### src/rtl/fetch_pkg.sv
// Shared constants and types for the instruction-fetch front end.
// fetch_entry_t is one prefetch queue slot: the PC and the instruction read from it.
package fetch_pkg;

  localparam int PC_W_DEF    = 12;
  localparam int INSTR_W_DEF = 32;
  localparam int DEPTH_DEF   = 4;

  typedef struct packed {
    logic [PC_W_DEF-1:0]    pc;
    logic [INSTR_W_DEF-1:0] instr;
  } fetch_entry_t;

  // Occupancy counters need one extra bit so a completely full queue is representable.
  function automatic int cnt_width(input int depth);
    return $clog2(depth) + 1;
  endfunction

endpackage

### src/rtl/fetch_if.sv
// Bundle of the fetch unit's memory, redirect and decode-side signals.
// The master modport is the fetch unit; slave is memory, EX and decode together.
interface fetch_if #(
  parameter int PC_W    = fetch_pkg::PC_W_DEF,
  parameter int INSTR_W = fetch_pkg::INSTR_W_DEF,
  parameter int DEPTH   = fetch_pkg::DEPTH_DEF
) ();
  import fetch_pkg::*;

  localparam int CNT_W = cnt_width(DEPTH);

  logic               imem_en;
  logic [PC_W-1:0]    imem_addr;
  logic [INSTR_W-1:0] imem_rdata;
  logic               redirect_valid;
  logic [PC_W-1:0]    redirect_pc;
  logic               dec_ready;
  logic               dec_valid;
  logic [INSTR_W-1:0] dec_instr;
  logic [PC_W-1:0]    dec_pc;
  logic [CNT_W-1:0]   q_count;

  modport master (
    output imem_en, imem_addr, dec_valid, dec_instr, dec_pc, q_count,
    input  imem_rdata, redirect_valid, redirect_pc, dec_ready
  );

  modport slave (
    input  imem_en, imem_addr, dec_valid, dec_instr, dec_pc, q_count,
    output imem_rdata, redirect_valid, redirect_pc, dec_ready
  );

endinterface

### src/rtl/fetch_queue.sv
// Synchronous FIFO of fetch entries with push, pop and a flush that beats both.
// The head entry reads as all-zeros whenever the queue is empty.
module fetch_queue
  import fetch_pkg::*;
#(
  parameter int  DEPTH   = DEPTH_DEF,
  parameter type entry_t = fetch_entry_t
) (
  input  logic                  clk,
  input  logic                  rst,
  input  logic                  flush_i,
  input  logic                  push_i,
  input  entry_t                push_data_i,
  input  logic                  pop_i,
  output entry_t                head_o,
  output logic [$clog2(DEPTH):0] count_o
);

  localparam int AW    = $clog2(DEPTH);
  localparam int CNT_W = cnt_width(DEPTH);

  entry_t           mem_q [DEPTH];
  logic [AW-1:0]    wr_ptr_q, wr_ptr_d;
  logic [AW-1:0]    rd_ptr_q, rd_ptr_d;
  logic [CNT_W-1:0] count_q, count_d;
  logic             do_push;
  logic             do_pop;

  // NOTE: every signal written here gets a default first, so no path leaves it
  // unassigned and no latch is inferred.
  always_comb begin
    do_pop   = pop_i && (count_q != '0);
    do_push  = push_i && ((count_q != CNT_W'(DEPTH)) || do_pop);
    wr_ptr_d = wr_ptr_q;
    rd_ptr_d = rd_ptr_q;
    count_d  = count_q;
    if (flush_i) begin
      wr_ptr_d = '0;
      rd_ptr_d = '0;
      count_d  = '0;
    end else begin
      // DEPTH is a power of two, so the pointers wrap on their own.
      if (do_push) wr_ptr_d = wr_ptr_q + AW'(1);
      if (do_pop)  rd_ptr_d = rd_ptr_q + AW'(1);
      case ({do_push, do_pop})
        2'b10:   count_d = count_q + CNT_W'(1);
        2'b01:   count_d = count_q - CNT_W'(1);
        default: count_d = count_q;
      endcase
    end
  end

  // NOTE: state registers use non-blocking assignments so every flop samples
  // the pre-edge values regardless of process ordering.
  always_ff @(posedge clk) begin
    if (rst) begin
      wr_ptr_q <= '0;
      rd_ptr_q <= '0;
      count_q  <= '0;
    end else begin
      wr_ptr_q <= wr_ptr_d;
      rd_ptr_q <= rd_ptr_d;
      count_q  <= count_d;
    end
  end

  // NOTE: the storage array is deliberately not reset; an entry is only ever
  // read after it has been written, and the count gates the head output.
  always_ff @(posedge clk) begin
    if (do_push && !flush_i) mem_q[wr_ptr_q] <= push_data_i;
  end

  assign head_o  = (count_q != '0) ? mem_q[rd_ptr_q] : '0;
  assign count_o = count_q;

endmodule

### src/rtl/fetch_unit.sv
// Instruction-fetch front end: issues sequential word reads, queues the
// returned instructions for decode, and restarts cleanly on EX redirects.
module fetch_unit
  import fetch_pkg::*;
#(
  parameter int              PC_W     = PC_W_DEF,
  parameter int              INSTR_W  = INSTR_W_DEF,
  parameter int              DEPTH    = DEPTH_DEF,
  parameter logic [PC_W-1:0] RESET_PC = '0
) (
  input logic      clk,
  input logic      rst,
  fetch_if.master  bus
);

  localparam int CNT_W = cnt_width(DEPTH);
  localparam int OCC_W = CNT_W + 1;

  typedef struct packed {
    logic [PC_W-1:0]    pc;
    logic [INSTR_W-1:0] instr;
  } entry_t;

  logic [PC_W-1:0]  fpc_q, fpc_d;
  logic [PC_W-1:0]  inflight_pc_q, inflight_pc_d;
  logic             inflight_q, inflight_d;
  logic             issue;
  logic             push;
  logic [OCC_W-1:0] credits_used;
  logic [CNT_W-1:0] count;
  entry_t           push_data;
  entry_t           head;

  // A read is only issued if its response is guaranteed a slot, even when
  // decode stalls: queued entries plus the outstanding read must stay below DEPTH.
  always_comb begin
    credits_used    = {1'b0, count} + OCC_W'(inflight_q);
    issue           = !rst && !bus.redirect_valid && (credits_used < OCC_W'(DEPTH));
    push            = inflight_q && !bus.redirect_valid;
    push_data.pc    = inflight_pc_q;
    push_data.instr = bus.imem_rdata;

    fpc_d         = fpc_q;
    inflight_d    = issue;
    inflight_pc_d = inflight_pc_q;
    if (bus.redirect_valid) begin
      fpc_d = bus.redirect_pc;
    end else if (issue) begin
      fpc_d         = fpc_q + PC_W'(1);
      inflight_pc_d = fpc_q;
    end
  end

  always_ff @(posedge clk) begin
    if (rst) begin
      fpc_q         <= RESET_PC;
      inflight_q    <= 1'b0;
      inflight_pc_q <= '0;
    end else begin
      fpc_q         <= fpc_d;
      inflight_q    <= inflight_d;
      inflight_pc_q <= inflight_pc_d;
    end
  end

  fetch_queue #(
    .DEPTH   (DEPTH),
    .entry_t (entry_t)
  ) u_queue (
    .clk         (clk),
    .rst         (rst),
    .flush_i     (bus.redirect_valid),
    .push_i      (push),
    .push_data_i (push_data),
    .pop_i       (bus.dec_ready),
    .head_o      (head),
    .count_o     (count)
  );

  assign bus.imem_en   = issue;
  assign bus.imem_addr = fpc_q;
  assign bus.dec_valid = (count != '0);
  assign bus.dec_instr = head.instr;
  assign bus.dec_pc    = head.pc;
  assign bus.q_count   = count;

endmodule

### src/flat_wrapper.sv
// flat-port wrapper written by rule: the top's interface ports become plain ports
module fetch_unit_flat import fetch_pkg::*;
#(
  parameter int              PC_W     = PC_W_DEF,
  parameter int              INSTR_W  = INSTR_W_DEF,
  parameter int              DEPTH    = DEPTH_DEF,
  parameter logic [PC_W-1:0] RESET_PC = '0
)
  (clk, rst, bus_imem_en, bus_imem_addr, bus_dec_valid, bus_dec_instr, bus_dec_pc, bus_q_count, bus_imem_rdata, bus_redirect_valid, bus_redirect_pc, bus_dec_ready);
  fetch_if #(.PC_W(PC_W), .INSTR_W(INSTR_W), .DEPTH(DEPTH)) bus_i ();
  input logic clk;
  input logic rst;
  output wire logic [$bits(bus_i.imem_en)-1:0] bus_imem_en;
  output wire logic [$bits(bus_i.imem_addr)-1:0] bus_imem_addr;
  output wire logic [$bits(bus_i.dec_valid)-1:0] bus_dec_valid;
  output wire logic [$bits(bus_i.dec_instr)-1:0] bus_dec_instr;
  output wire logic [$bits(bus_i.dec_pc)-1:0] bus_dec_pc;
  output wire logic [$bits(bus_i.q_count)-1:0] bus_q_count;
  input wire logic [$bits(bus_i.imem_rdata)-1:0] bus_imem_rdata;
  input wire logic [$bits(bus_i.redirect_valid)-1:0] bus_redirect_valid;
  input wire logic [$bits(bus_i.redirect_pc)-1:0] bus_redirect_pc;
  input wire logic [$bits(bus_i.dec_ready)-1:0] bus_dec_ready;
  assign bus_imem_en = bus_i.imem_en;
  assign bus_imem_addr = bus_i.imem_addr;
  assign bus_dec_valid = bus_i.dec_valid;
  assign bus_dec_instr = bus_i.dec_instr;
  assign bus_dec_pc = bus_i.dec_pc;
  assign bus_q_count = bus_i.q_count;
  assign bus_i.imem_rdata = bus_imem_rdata;
  assign bus_i.redirect_valid = bus_redirect_valid;
  assign bus_i.redirect_pc = bus_redirect_pc;
  assign bus_i.dec_ready = bus_dec_ready;
  fetch_unit #(.PC_W(PC_W), .INSTR_W(INSTR_W), .DEPTH(DEPTH), .RESET_PC(RESET_PC)) u_core (.clk(clk), .rst(rst), .bus(bus_i));
endmodule
### config.mk
export PLATFORM = sky130hd
export DESIGN_NAME = fetch_unit_flat
export DESIGN_NICKNAME = d
export VERILOG_FILES = /design/src/rtl/fetch_pkg.sv /design/src/rtl/fetch_if.sv /design/src/rtl/fetch_queue.sv /design/src/rtl/fetch_unit.sv /design/src/flat_wrapper.sv
export SDC_FILE = /design/constraint.sdc
export NUM_CORES = 1
export LEC_CHECK = 0
export BUFFER_PORTS_ARGS = -buffer_cell sky130_fd_sc_hd__buf_2
export CORE_MARGIN = 2
export CORE_UTILIZATION = 49
export CTS_CLUSTER_DIAMETER = 80
export CTS_CLUSTER_SIZE = 24
export DETAILED_ROUTE_END_ITERATION = 7
export PLACE_DENSITY_LB_ADDON = 0.12
export SETUP_SLACK_MARGIN = 0.05
export SLEW_MARGIN = 20
export SYNTH_ARGS = -nofsm -noshare
export SYNTH_HDL_FRONTEND = slang
export SYNTH_SLANG_ARGS = --single-unit
### constraint.sdc
create_clock -name clk -period 2.3 [get_ports clk]
set_input_delay 0.115 -clock clk [delete_from_list [all_inputs] [get_ports clk]]
set_output_delay 0.115 -clock clk [all_outputs]
set_load 0.005 [all_outputs]
* Word-level counts from Yosys, hierarchy flattened
Memory sizes are Yosys's and may differ from the RTL's. A register that Yosys moved wholly into a read port is not among the register bits. Cells that the tools add are included.
Operators by class: $add $sub $neg 6, multipliers 0, div/mod/pow operators 0, order comparisons 1, equality and inequality tests 3, shifts and indexed selects 0, multiplexer cells 8, bitwise logic cells 1, reduce and logical (&&, ||, !) cells 14
Operator list (number):
- two-way mux 44 bit | 1
- two-way mux 12 bit | 2
- adder 12 x 1 -> 12 bit, second input constant | 1
- logical AND 1 bit | 6
- case mux 3 bit (2 select lines) | 1
- adder 2 x 1 -> 2 bit, second input constant | 2
- adder 3 x 1 -> 4 bit | 1
- < comparator 4 x 3 -> 1 bit, second input constant | 1
- two-way mux 2 bit | 2
- nonzero test 2 bit | 2
- adder 3 x 1 -> 3 bit, second input constant | 1
- != test 3 bit, second input constant | 1
- nonzero test 3 bit | 1
- subtractor 3 x 1 -> 3 bit, second input constant | 1
- equality test 2 x 1 -> 1 bit, second input constant | 1
- equality test 2 bit, second input constant | 1
- logical NOT 1 bit | 2
- two-way mux 1 bit | 2
- AND reduction 2 bit | 1
- OR reduction 2 bit | 1
- logical OR 1 bit | 1
- NOT 1 bit | 1
Storage, ports and cells: register bits 32, bits in latches 0, RAM bits 176, bits in read-only memories 0, input port bits 48, output and inout port bits 61, word-level logic and storage cells 40, memories kept 1
Memory list:
- u_core.u_queue.mem_q | words 4, width 44, rd ports 1, clocked after memory_dff 1, wr ports 1, line fetch_queue.sv:22 | entry_t mem_q [DEPTH];

* Longest topological paths before layout
Gate-level depths: netlist of the first run.
word-level depth 7, gate-level depth with buffers 8, depth with buffers taken out 6

* Cells and area by module
From an unflattened synthesis of the first run, not the netlist that was laid out.
Second synthesis, totals: cell total of the unflattened synthesis 479, area total of the unflattened synthesis 8398.1 um2
Modules (own cells, without submodules):
- fetch_queue | instances 1, cells an instance 343, area an instance 7277.0 um2, seq. area each 5465.2 um2
- fetch_unit | instances 1, cells an instance 136, area an instance 1121.1 um2, seq. area each 500.5 um2

* Worst setup path before layout of the first run
OpenSTA, ideal clock, no wires.
kind register to register, start register u_core.u_queue.count_q[1] (netlist: u_core.u_queue.count_o[1]), end memory u_core.u_queue.mem_q[1][0] (netlist bit) (enable), library setup time 406 ps, arrival 1991 ps, data required time 1894 ps, slack -97 ps, stages on the path, launching flop included 5, buffers on the path 1, period minus slack after synthesis 2397 ps, path through dfxtp_1 -> clkbuf_1 -> nor4b_1 -> nor2_1 -> and2_1
Between the ends: longest elaborated chain between the ends 7, elaborated cells between the ends (all ways) 8, those cells by class eq/ne: 1; mux: 2; reduce/logical: 5
RTL lines:
- start: declaration | line fetch_queue.sv:25 | logic [CNT_W-1:0] count_q, count_d;
- start signal: assignment | line fetch_queue.sv:63 | count_q <= count_d;
- nonzero test 3 bit | line fetch_queue.sv:32 | do_pop = pop_i && (count_q != '0);
- logical AND 1 bit | line fetch_queue.sv:32
- logical OR 1 bit (*) | line fetch_queue.sv:33 | do_push = push_i && ((count_q != CNT_W'(DEPTH)) || do_pop);
- logical AND 1 bit (*) | line fetch_queue.sv:33
- logical AND 1 bit (*) | line fetch_queue.sv:70 | if (do_push && !flush_i) mem_q[wr_ptr_q] <= push_data_i;
- two-way mux 1 bit (*) | line fetch_queue.sv:70
- two-way mux 1 bit (not written as such) (*) | line fetch_queue.sv:70
- end: declaration | line fetch_queue.sv:22
Every way passes the cells marked *; elsewhere a longest branch is shown, timed or not.

* Worst setup path after layout of the first run
start register u_core.u_queue.count_q[1] (netlist: u_core.u_queue.count_o[1]), end register u_core.u_queue.count_q[2] (netlist: u_core.u_queue.count_o[2])
Between the ends: longest elaborated chain between the ends 6, elaborated cells between the ends (all ways) 11, those cells by class add/sub: 2; eq/ne: 3; mux: 1; reduce/logical: 5
RTL lines:
- nonzero test 3 bit | line fetch_queue.sv:32
- logical AND 1 bit | line fetch_queue.sv:32
- logical OR 1 bit | line fetch_queue.sv:33
- logical AND 1 bit | line fetch_queue.sv:33
- equality test 2 x 1 -> 1 bit / equality test 2 bit (equally long branches) | line fetch_queue.sv:45 | case ({do_push, do_pop})
- case mux 3 bit (2 select lines) / nonzero test 2 bit (equally long branches)
Several ways; a longest one is shown, not always the timed one. A chain may end at the register's enable or synchronous reset.

==> results.py, run 1 <==
metrics = {
    "critical_path": {
        "rrSetupSlack_ns": 0.16,
        "r2r-end": "u_core.u_queue.count_o[2]",
        "r2r-start": "u_core.u_queue.count_o[1]",
        "path_common_cell": "or3_1",
        "start_kind": "flip-flop",
        "critical_path_class": "reg -> reg",
        "cpLargestDelayFamily": "simple AND/OR/NAND/NOR gates",
        "critical_path.cell_chain": "or3_1, nand3_1, fa_1, or3_1, o22a_1, a21oi_1",
        "critPathMaxStageDelay_ns": 0.50,
        "crit_slowest_cell": "dfxtp_1",
        "reg2reg_depth": 6,
        "worstPathMaxFanout": 10,
        "arrival_ns": 2.52,
        "end_kind": "flip-flop",
        "cp.required_ns": 2.68,
        "path_buf_inv": 0,
    },
    "final_layout": {
        "drive_above_1_share_pct": 30.7,
        "layout.nets": 689,
        "nFillCells": 1282,
        "antennaDiodeCount": 0,
        "fin_util_pct": 60.0,
        "stdcell_area_sq_um": 9910,
        "syn2layout_area_growth_pct": 20.4,
    },
    "global_routing": {
        "grt.overflow.total": 0,
        "grt_max_degree": 49,
        "grt_pass1_wl_mm": 24.8,
        "grt_pass1_vias": 4773,
        "antenna_found_initial": 0,
        "grt_util_all_layers_pct": 17.6,
    },
    "floorplanning": {
        "initial_utilization_pct": 49.8,
        "die_h_um": 134,
        "ios": 109,
        "rows": 47,
        "fp.dieW_um": 134,
        "coreArea_sq_um": 16500,
        "dieArea_sq_um": 17900,
    },
    "worst_hold_path": {
        "hold_path.class": "in -> reg",
        "min-delay-start": "bus_redirect_pc[3]",
        "hold_end": "u_core.bus.imem_addr[3]",
        "min_path_cells": 3,
    },
    "timing": {
        "timing_hold_violations_final": 0,
        "slew_headroom_pct": 59.6,
        "tightestPinTransition_ns": 0.603,
        "setup_viol": 0,
        "drv_slew": 0,
        "tns_ns": 0,
        "layout_setup_ws_ns": 0.161,
        "period_share_pct": 93.0,
        "fin_worst_skew_ns": 0.00905,
        "period_minus_slack_ns": 2.14,
        "rsz0062_at_grt": "no",
        "max_freq_ghz": 0.468,
        "hold_slack_ns": 0.0204,
    },
    "place": {
        "post-place-ws_ns": 0.208,
        "hpwlAfterDp_mm": 9.52,
        "port_buffers": 108,
        "place_congestion": 0.878,
        "dpl-instance-area_sq_um": 9130,
    },
    "yosys": {
        "synth-seq-cells": 210,
        "syn-num-nets": 533,
        "synth_edf_count": 176,
        "synth_commonest_cells": "176 x edfxtp_1, 50 x and2_1, 44 x mux4_2, 36 x nand2_1, 34 x dfxtp_1",
        "synth_area_sq_um": 8230,
        "synthArstFlopShare_pct": 0,
        "avgSynthCellArea_sq_um": 17.2,
        "yosysMostFrequentCell": "edfxtp_1",
        "synth_cell_types": 43,
        "syn_inst": 479,
        "yosys_warnings": 0,
        "yosysSeqAreaShare_pct": 72.5,
        "synth_top_area_cell": "edfxtp_1",
        "synth_top_area_share_pct": 64.2,
        "synthFlopType": "edfxtp_1",
        "synthTopCellsByArea": "edfxtp_1 64%, mux4_2 12%, dfxtp_1 8.3%, and2_1 3.8%, nand2_1 1.6%",
    },
    "cts": {
        "clk_latency_ns": 0.45,
        "cts_max_level": 1,
        "cts_buffers": 12,
        "clockBufferDepth": 3,
        "cts_sinks": 210,
        "cts_root_buf": "clkbuf_16",
        "path_clk_slew_ns": 0.09,
        "cts_tree": "built",
    },
    "drt": {
        "totalWireLength_mm": 15.5,
        "via_per_inst": 5.40,
        "dr.first_iter.drc_count": 347,
        "ant_nets": 0,
        "drc": 0,
        "wl_per_cell_um": 18.0,
        "first_pass_iters": 4,
        "vias": 4646,
    },
    "job": {
        "cap_violations": 0,
    },
    "pwr": {
        "power_density_nw_per_um2": 687,
        "ir_worst_vdd_uv": 380,
        "leakagePower_nw": 3.52,
    },
    "outcome": {
        "outcome": "complete, no violations",
    },
}
==> worst min-delay path: cells and delay by family <==
kind / cells / cell delay, ns
buf+inv: 1 / 0.08
compound gates: 2 / 0.23
==> final cells by class <==
class | instances | area, sq um | share of cell area [%]
inverter | 10 | 37.5 | 0.379
multi-input combinational | 234 | 2130 | 21.5
clock inverter | 1 | 30.0 | 0.303
sequential | 210 | 5970 | 60.2
clock buffer | 19 | 358 | 3.61
tap | 220 | 275 | 2.78
timing repair buffer | 167 | 1110 | 11.2
==> flip-flops by register name, indices dropped and copies added, names as in the netlist, named ones only <==
name / flops
u_core.inflight_pc_q: 12
u_core.inflight_q: 1
u_core.u_queue.wr_ptr_q: 2
u_core.bus.imem_addr: 12
u_core.u_queue.mem_q: 176
u_core.u_queue.rd_ptr_q: 2
u_core.u_queue.count_o: 3
==> layout by cell type (no fill, tap or decap), drive strengths merged, types with 2 or more instances in the layout <==
master and count:
nand4 4, nor3b 2, xnor2 3, a21o 2, or4 3, inv 9
ha 5, edfxtp 176, a31oi 7, o32a 2, clkbuf 19, or2 2
a21oi 21, dlygate4sd3 37, or3 3, and3 3, o22ai 4, o21ai 5
buf 130, nand2 36, and2 50, nor3 3, xor2 2, a22oi 2
dfxtp 34, mux4 44, o311ai 2, nor2 7, nand3 11
==> report_power, final <==
group | internal, mW | switching, mW | total (mW)
clock network | 1.19 | 1.11 | 2.30
registers | 4.15 | 0.0419 | 4.20
logic | 0.166 | 0.154 | 0.320
total | 5.51 | 1.30 | 6.82
==> per-layer routing <==
| layer | wire, um | global-route usage [%] | vias to the layer above |
|---|---|---|---|
| met5 | 0 | 0 | - |
| met3 | 713 | 2.55 | 14 |
| li1 | - | - | 2176 |
| met4 | 169 | 3.49 | 0 |
| met1 | 7080 | 24.9 | 2339 |
| met2 | 7540 | 29.8 | 117 |
==> through the flow <==
step / power [mW] / cells
after floorplan: 4.41 / 479
after global placement: 4.54 / 801
final: 6.82 / 861
after detailed placement: 4.56 / 801
after CTS: 6.90 / 858
after global routing: 7.07 / 861
==> repair_timing <==
action | in CTS | in global routing
hold endpoints to repair | 133 | 0
gates resized for setup | 0 | 1
hold buffers | 37 | 0
setup endpoints to repair | 0 | 12
buffers inserted | 0 | 3
==> cells by family after synthesis <==
family / after synthesis / synth area share, %
AO/OA/AOI/OAI: 51 / 3.86
XOR/XNOR: 5 / 0.532
adder cells (fa/ha/maj): 6 / 1.00
buffers and inverters: 35 / 1.81
flip-flops: 210 / 72.5
multiplexers: 44 / 12.0
AND/OR/NAND/NOR: 128 / 8.31
==> worst max-delay path by stage <==
stage	slack (ns)	startpoint	end	cells after the start
global route	0.05	u_core.u_queue.count_o[1]	u_core.u_queue.count_o[2]	6
global placement	0.36	u_core.u_queue.count_o[1]	u_core.u_queue.count_o[2]	6
detailed placement	0.21	u_core.u_queue.count_o[1]	u_core.u_queue.count_o[2]	6
CTS	0.07	flip-flop	bus_dec_instr[8]	4
finish	0.16	u_core.u_queue.count_o[1]	u_core.u_queue.count_o[2]	6
floorplan	0.27	u_core.u_queue.count_o[1]	u_core.u_queue.count_o[2]	7
Power figures use the tool's default switching activity.
==> inputs of run 2 (changes only) <==
Clock period 2.3 ns to 1.75 ns, I/O delays scaled along.
==> results.py, run 2 (synthesis results as in run 1) <==
metrics = {
    "outcome": {
        "outcome": "complete, but fails checks",
        "violations": "negative setup slack",
    },
    "critical_path": {
        "start_kind": "flip-flop",
        "critical_path_class": "reg -> out",
        "rrSetupSlack_ns": -0.06,
        "worstPathMaxFanout": 6,
        "end_kind": "primary output",
        "r2r-end": "u_core.bus.imem_addr[5]",
        "arrival_ns": 1.90,
        "cpLargestDelayFamily": "multiplexers",
        "crit_end": "bus_dec_instr[1]",
        "reg2reg_depth": 6,
        "r2r-start": "u_core.u_queue.count_o[1]",
        "cp.required_ns": 1.66,
        "path_buf_inv": 3,
        "critPathMaxStageDelay_ns": 0.51,
        "cp.depth": 5,
        "critical_path.cell_chain": "buf_4, buf_16, mux4_2, and2_4, buf_6",
        "crit_slowest_cell": "mux4_2",
    },
    "drt": {
        "dr.first_iter.drc_count": 320,
        "vias": 4919,
        "totalWireLength_mm": 17.2,
        "wl_per_cell_um": 19.1,
        "drc": 0,
        "first_pass_iters": 5,
        "via_per_inst": 5.47,
        "ant_nets": 0,
    },
    "job": {
        "cap_violations": 0,
    },
    "place": {
        "hpwlAfterDp_mm": 10.1,
        "dpl-instance-area_sq_um": 9360,
        "port_buffers": 108,
        "place_congestion": 0.870,
        "post-place-ws_ns": -0.0342,
    },
    "timing": {
        "period_minus_slack_ns": 1.99,
        "tightestPinTransition_ns": 0.310,
        "layout_setup_ws_ns": -0.238,
        "period_share_pct": 114,
        "timing_hold_violations_final": 0,
        "setup_viol": 49,
        "fin_worst_skew_ns": 0.0135,
        "drv_slew": 0,
        "slew_headroom_pct": 79.1,
        "rsz0062_at_grt": "yes",
        "tns_ns": -9.26,
        "max_freq_ghz": 0.503,
    },
    "final_layout": {
        "regMostFlops": "u_core.u_queue.mem_q",
        "multiInputGateArea_sq_um": 2350,
        "stdcell_area_sq_um": 10900,
        "layout.nets": 730,
        "seq_area_sq_um": 5980,
        "final_common_cell": "edfxtp_1",
        "largest_reg_flops": 176,
        "antennaDiodeCount": 0,
        "drive_above_1_share_pct": 42.5,
        "nFillCells": 1169,
        "syn2layout_area_growth_pct": 32.7,
        "layout_common_cells": "176 x edfxtp_1, 81 x buf_2, 44 x mux4_2, 41 x dlygate4sd3_1",
    },
    "pwr": {
        "clkPwrFrac_pct": 31.7,
        "p_sw_mw": 1.76,
        "p_int_mw": 7.14,
        "power_mw": 8.91,
        "power_density_nw_per_um2": 815,
        "combinationalPowerShare_pct": 6.4,
        "sw_frac_of_total_pct": 19.8,
        "power_frac_seq_pct": 61.9,
        "leakagePower_nw": 3.88,
        "ir_worst_vdd_uv": 619,
    },
    "cts": {
        "cts_buffers": 12,
        "clk_latency_ns": 0.45,
        "clockBufferDepth": 3,
        "path_clk_slew_ns": 0.09,
        "cts_sinks": 210,
        "cts_max_level": 1,
        "cts_tree": "built",
        "cts_root_buf": "clkbuf_16",
    },
    "floorplanning": {
        "coreArea_sq_um": 16500,
        "dieArea_sq_um": 17900,
        "initial_utilization_pct": 49.8,
        "fp.dieW_um": 134,
        "ios": 109,
        "die_h_um": 134,
        "rows": 47,
    },
    "global_routing": {
        "grt_max_degree": 49,
        "grt_pass1_vias": 4915,
        "grt_pass1_wl_mm": 25.6,
        "grt.overflow.total": 0,
        "antenna_found_initial": 0,
        "grt_util_all_layers_pct": 18.2,
    },
    "worst_hold_path": {
        "hold_path.class": "in -> reg",
    },
}
run 2: changes by cell type in the layout (fill, tap and decap cells not counted), moves of 5 or more:
cell,before,now
a21oi_1,21,16
a21oi_2,0,5
and2_1,46,20
and2_4,0,30
buf_12,3,14
buf_2,108,81
buf_4,19,27
buf_6,0,36
clkbuf_16,13,19
dfxtp_1,32,27
run 2: worst min path at each step:
stage	startpoint	to	cells after the start
detailed placement	bus_imem_rdata[11]	u_core.u_queue.mem_q[2][11]	1
CTS	bus_redirect_pc[7]	u_core.bus.imem_addr[7]	4
floorplan	bus_imem_rdata[0]	u_core.u_queue.mem_q[0][0]	0
global route	bus_redirect_pc[7]	u_core.bus.imem_addr[7]	4
global placement	bus_imem_rdata[10]	u_core.u_queue.mem_q[0][10]	1
finish	bus_redirect_pc[6]	u_core.bus.imem_addr[6]	4
run 2: metal layers:
layer / track usage, % / up-vias / wire (um) / part of all wire (%)
li1: - / 2254 / - / -
met1: 24.5 / 2476 / 7510 / 44
met2: 32.1 / 166 / 8630 / 50
met3: 2.13 / 23 / 847 / 4.9
met4: 4.08 / 0 / 214 / 1.2
met5: 0 / - / 0 / 0
run 2: area by class of cell:
class,instances,area share [%]
flip-flops and latches,210,54.8
multi-input cells,234,21.5
clock buffers,17,3.11
inverters,10,0.412
clock inverters,1,0.0801
well taps,220,2.52
repair buffers,208,17.6
run 2: per-stage QoR:
step,utilization [%],std cells,hold slack (ns)
finish,66.1,900,0.0436
global route,66.1,900,0.0467
CTS,63.0,882,0.0162
global placement,56.7,816,0.299
floorplan,-,479,0.186
detailed placement,56.7,816,0.307
run 2: repair_timing:
item,in CTS,in global routing
hold endpoints to repair,137,0
hold buffers,41,0
setup endpoints to repair,48,230
pin swaps,22,45
cloned,0,9
buffers inserted,9,9
resized for setup,56,59
run 2: worst min-delay path, stage by stage:
cell,delay (ns)
buf_2,0.10
nand2_1,0.06
o32a_1,0.14
o21ai_1,0.06
run 2: power groups by stage:
stage	Clock [mW]	Combinational [mW]	Sequential (mW)
2_1_floorplan	0	0.182	5.62
3_3_place_gp	0	0.380	5.62
3_5_place_dp	0	0.391	5.62
4_1_cts	2.91	0.504	5.51
5_1_grt	3.07	0.618	5.52
6_report	2.83	0.572	5.51
==> inputs of run 3 (changes only) <==
Settings changed: RECOVER_POWER from default to 25.
==> results.py, run 3 (synthesis results as in run 1) <==
metrics = {
    "pwr": {
        "ir_worst_vdd_uv": 622,
        "power_mw": 8.91,
        "leakagePower_nw": 3.80,
        "power_density_nw_per_um2": 818,
    },
    "timing": {
        "slew_headroom_pct": 77.9,
        "period_share_pct": 114,
        "tightestPinTransition_ns": 0.332,
        "rsz0062_at_grt": "yes",
        "drv_slew": 0,
        "timing_hold_violations_final": 0,
        "fin_worst_skew_ns": 0.0151,
        "max_freq_ghz": 0.503,
        "layout_setup_ws_ns": -0.238,
        "setup_viol": 49,
        "period_minus_slack_ns": 1.99,
        "hold_slack_ns": 0.0459,
    },
    "critical_path": {
        "r2r-start": "u_core.u_queue.count_o[1]",
        "critical_path_class": "reg -> out",
        "worstPathMaxFanout": 6,
        "cp.required_ns": 1.66,
        "start_kind": "flip-flop",
        "crit_slowest_cell": "mux4_2",
        "critical_path.cell_chain": "buf_4, buf_16, mux4_2, and2_4, buf_6",
        "end_kind": "primary output",
        "critPathMaxStageDelay_ns": 0.51,
        "arrival_ns": 1.90,
        "cpLargestDelayFamily": "multiplexers",
        "path_buf_inv": 3,
    },
    "floorplanning": {
        "fp.dieW_um": 134,
        "ios": 109,
        "dieArea_sq_um": 17900,
        "die_h_um": 134,
        "coreArea_sq_um": 16500,
        "initial_utilization_pct": 49.8,
        "rows": 47,
    },
    "global_routing": {
        "grt_pass1_vias": 4915,
        "grt_max_degree": 49,
        "grt_util_all_layers_pct": 18.2,
        "grt.overflow.total": 0,
        "antenna_found_initial": 0,
        "grt_pass1_wl_mm": 25.6,
    },
    "drt": {
        "totalWireLength_mm": 17.2,
        "first_pass_iters": 5,
        "ant_nets": 0,
        "wl_per_cell_um": 19.1,
        "dr.first_iter.drc_count": 326,
        "drc": 0,
        "via_per_inst": 5.46,
        "vias": 4911,
    },
    "outcome": {
        "outcome": "complete, but fails checks",
        "violations": "negative setup slack",
    },
    "place": {
        "hpwlAfterDp_mm": 10.1,
        "dpl.cell_count": 816,
        "place_congestion": 0.870,
        "port_buffers": 108,
    },
    "final_layout": {
        "stdcell_count": 900,
        "final_common_cell": "edfxtp_1",
        "antennaDiodeCount": 0,
        "largest_reg_flops": 176,
        "layout_common_cells": "176 x edfxtp_1, 52 x buf_2, 44 x mux4_2, 41 x dlygate4sd3_1",
        "fin_util_pct": 65.9,
        "regMostFlops": "u_core.u_queue.mem_q",
        "drive_above_1_share_pct": 38.2,
        "syn2layout_area_growth_pct": 32.3,
        "nFillCells": 1187,
        "layout.nets": 730,
    },
    "worst_hold_path": {
        "min-delay-start": "bus_redirect_pc[6]",
        "hold_path.class": "in -> reg",
    },
    "cts": {
        "cts_tree": "built",
        "clockBufferDepth": 3,
        "cts_root_buf": "clkbuf_16",
        "cts_buffers": 12,
        "cts_max_level": 1,
        "cts_sinks": 210,
        "clk_latency_ns": 0.46,
        "path_clk_slew_ns": 0.09,
    },
    "job": {
        "cap_violations": 0,
    },
}
-- run 3: cell count changes in the layout (fill, tap and decap cells not counted) --
cell and delta:
clkbuf_1 +29, buf_2 -29
-- run 3: metrics by stage --
stage / setup TNS [ns] / area [sq um] / worst slack, ns
floorplan: -9.36 / 8280 / -0.0530
global placement: 0 / 9360 / 0.0254
detailed placement: -0.0342 / 9360 / -0.0342
CTS: -10.60 / 10400 / -0.273
global route: -12.44 / 10900 / -0.305
finish: -9.26 / 10900 / -0.238
-- run 3: metal layers --
metal	GRT usage, %	up-vias	wire (um)
met2	32.1	159	8640
met5	0	-	0
li1	-	2255	-
met3	2.13	19	841
met1	24.5	2478	7500
met4	4.08	0	205
-- run 3: timing repair --
item | CTS | global route
hold buffers | 41 | 0
buffers inserted | 9 | 9
pin swaps | 22 | 45
gates cloned | 0 | 9
setup endpoints to repair | 48 | 230
hold endpoints to repair | 137 | 0
gates resized for setup | 56 | 59
-- run 3: worst reg2reg max path, cell delays in order (launching register included) --
cell and delay, ns:
dfxtp_4 0.36, buf_6 0.11, and3_4 0.17, or3_4 0.34, buf_6 0.15, or4_4 0.46
a31oi_1 0.16
-- run 3: worst paths after layout --
path / endpoint / slack (ns) / depth (start not counted)
worst max register to register: u_core.bus.imem_addr[5] / -0.06 / 6
worst min-delay path: u_core.bus.imem_addr[6] / 0.05 / 4
worst min register to register: u_core.inflight_pc_q[11] / 0.51 / 2
worst max-delay path: bus_dec_instr[1] / -0.24 / 5
-- run 3: final cells by class --
cell class | count | area, sq um | share of cell area [%]
Multi-Input combinational cell | 234 | 2350 | 21.6
Clock inverter | 1 | 8.76 | 0.0804
Inverter | 10 | 45.0 | 0.413
Tap cell | 220 | 275 | 2.53
Timing Repair Buffer | 208 | 1890 | 17.3
Clock buffer | 17 | 340 | 3.12
Sequential cell | 210 | 5980 | 54.9
-- run 3: power breakdown --
group,switching [mW],internal [mW]
registers,0.0548,5.45
logic,0.254,0.309
clock network,1.46,1.37
total,1.77,7.14
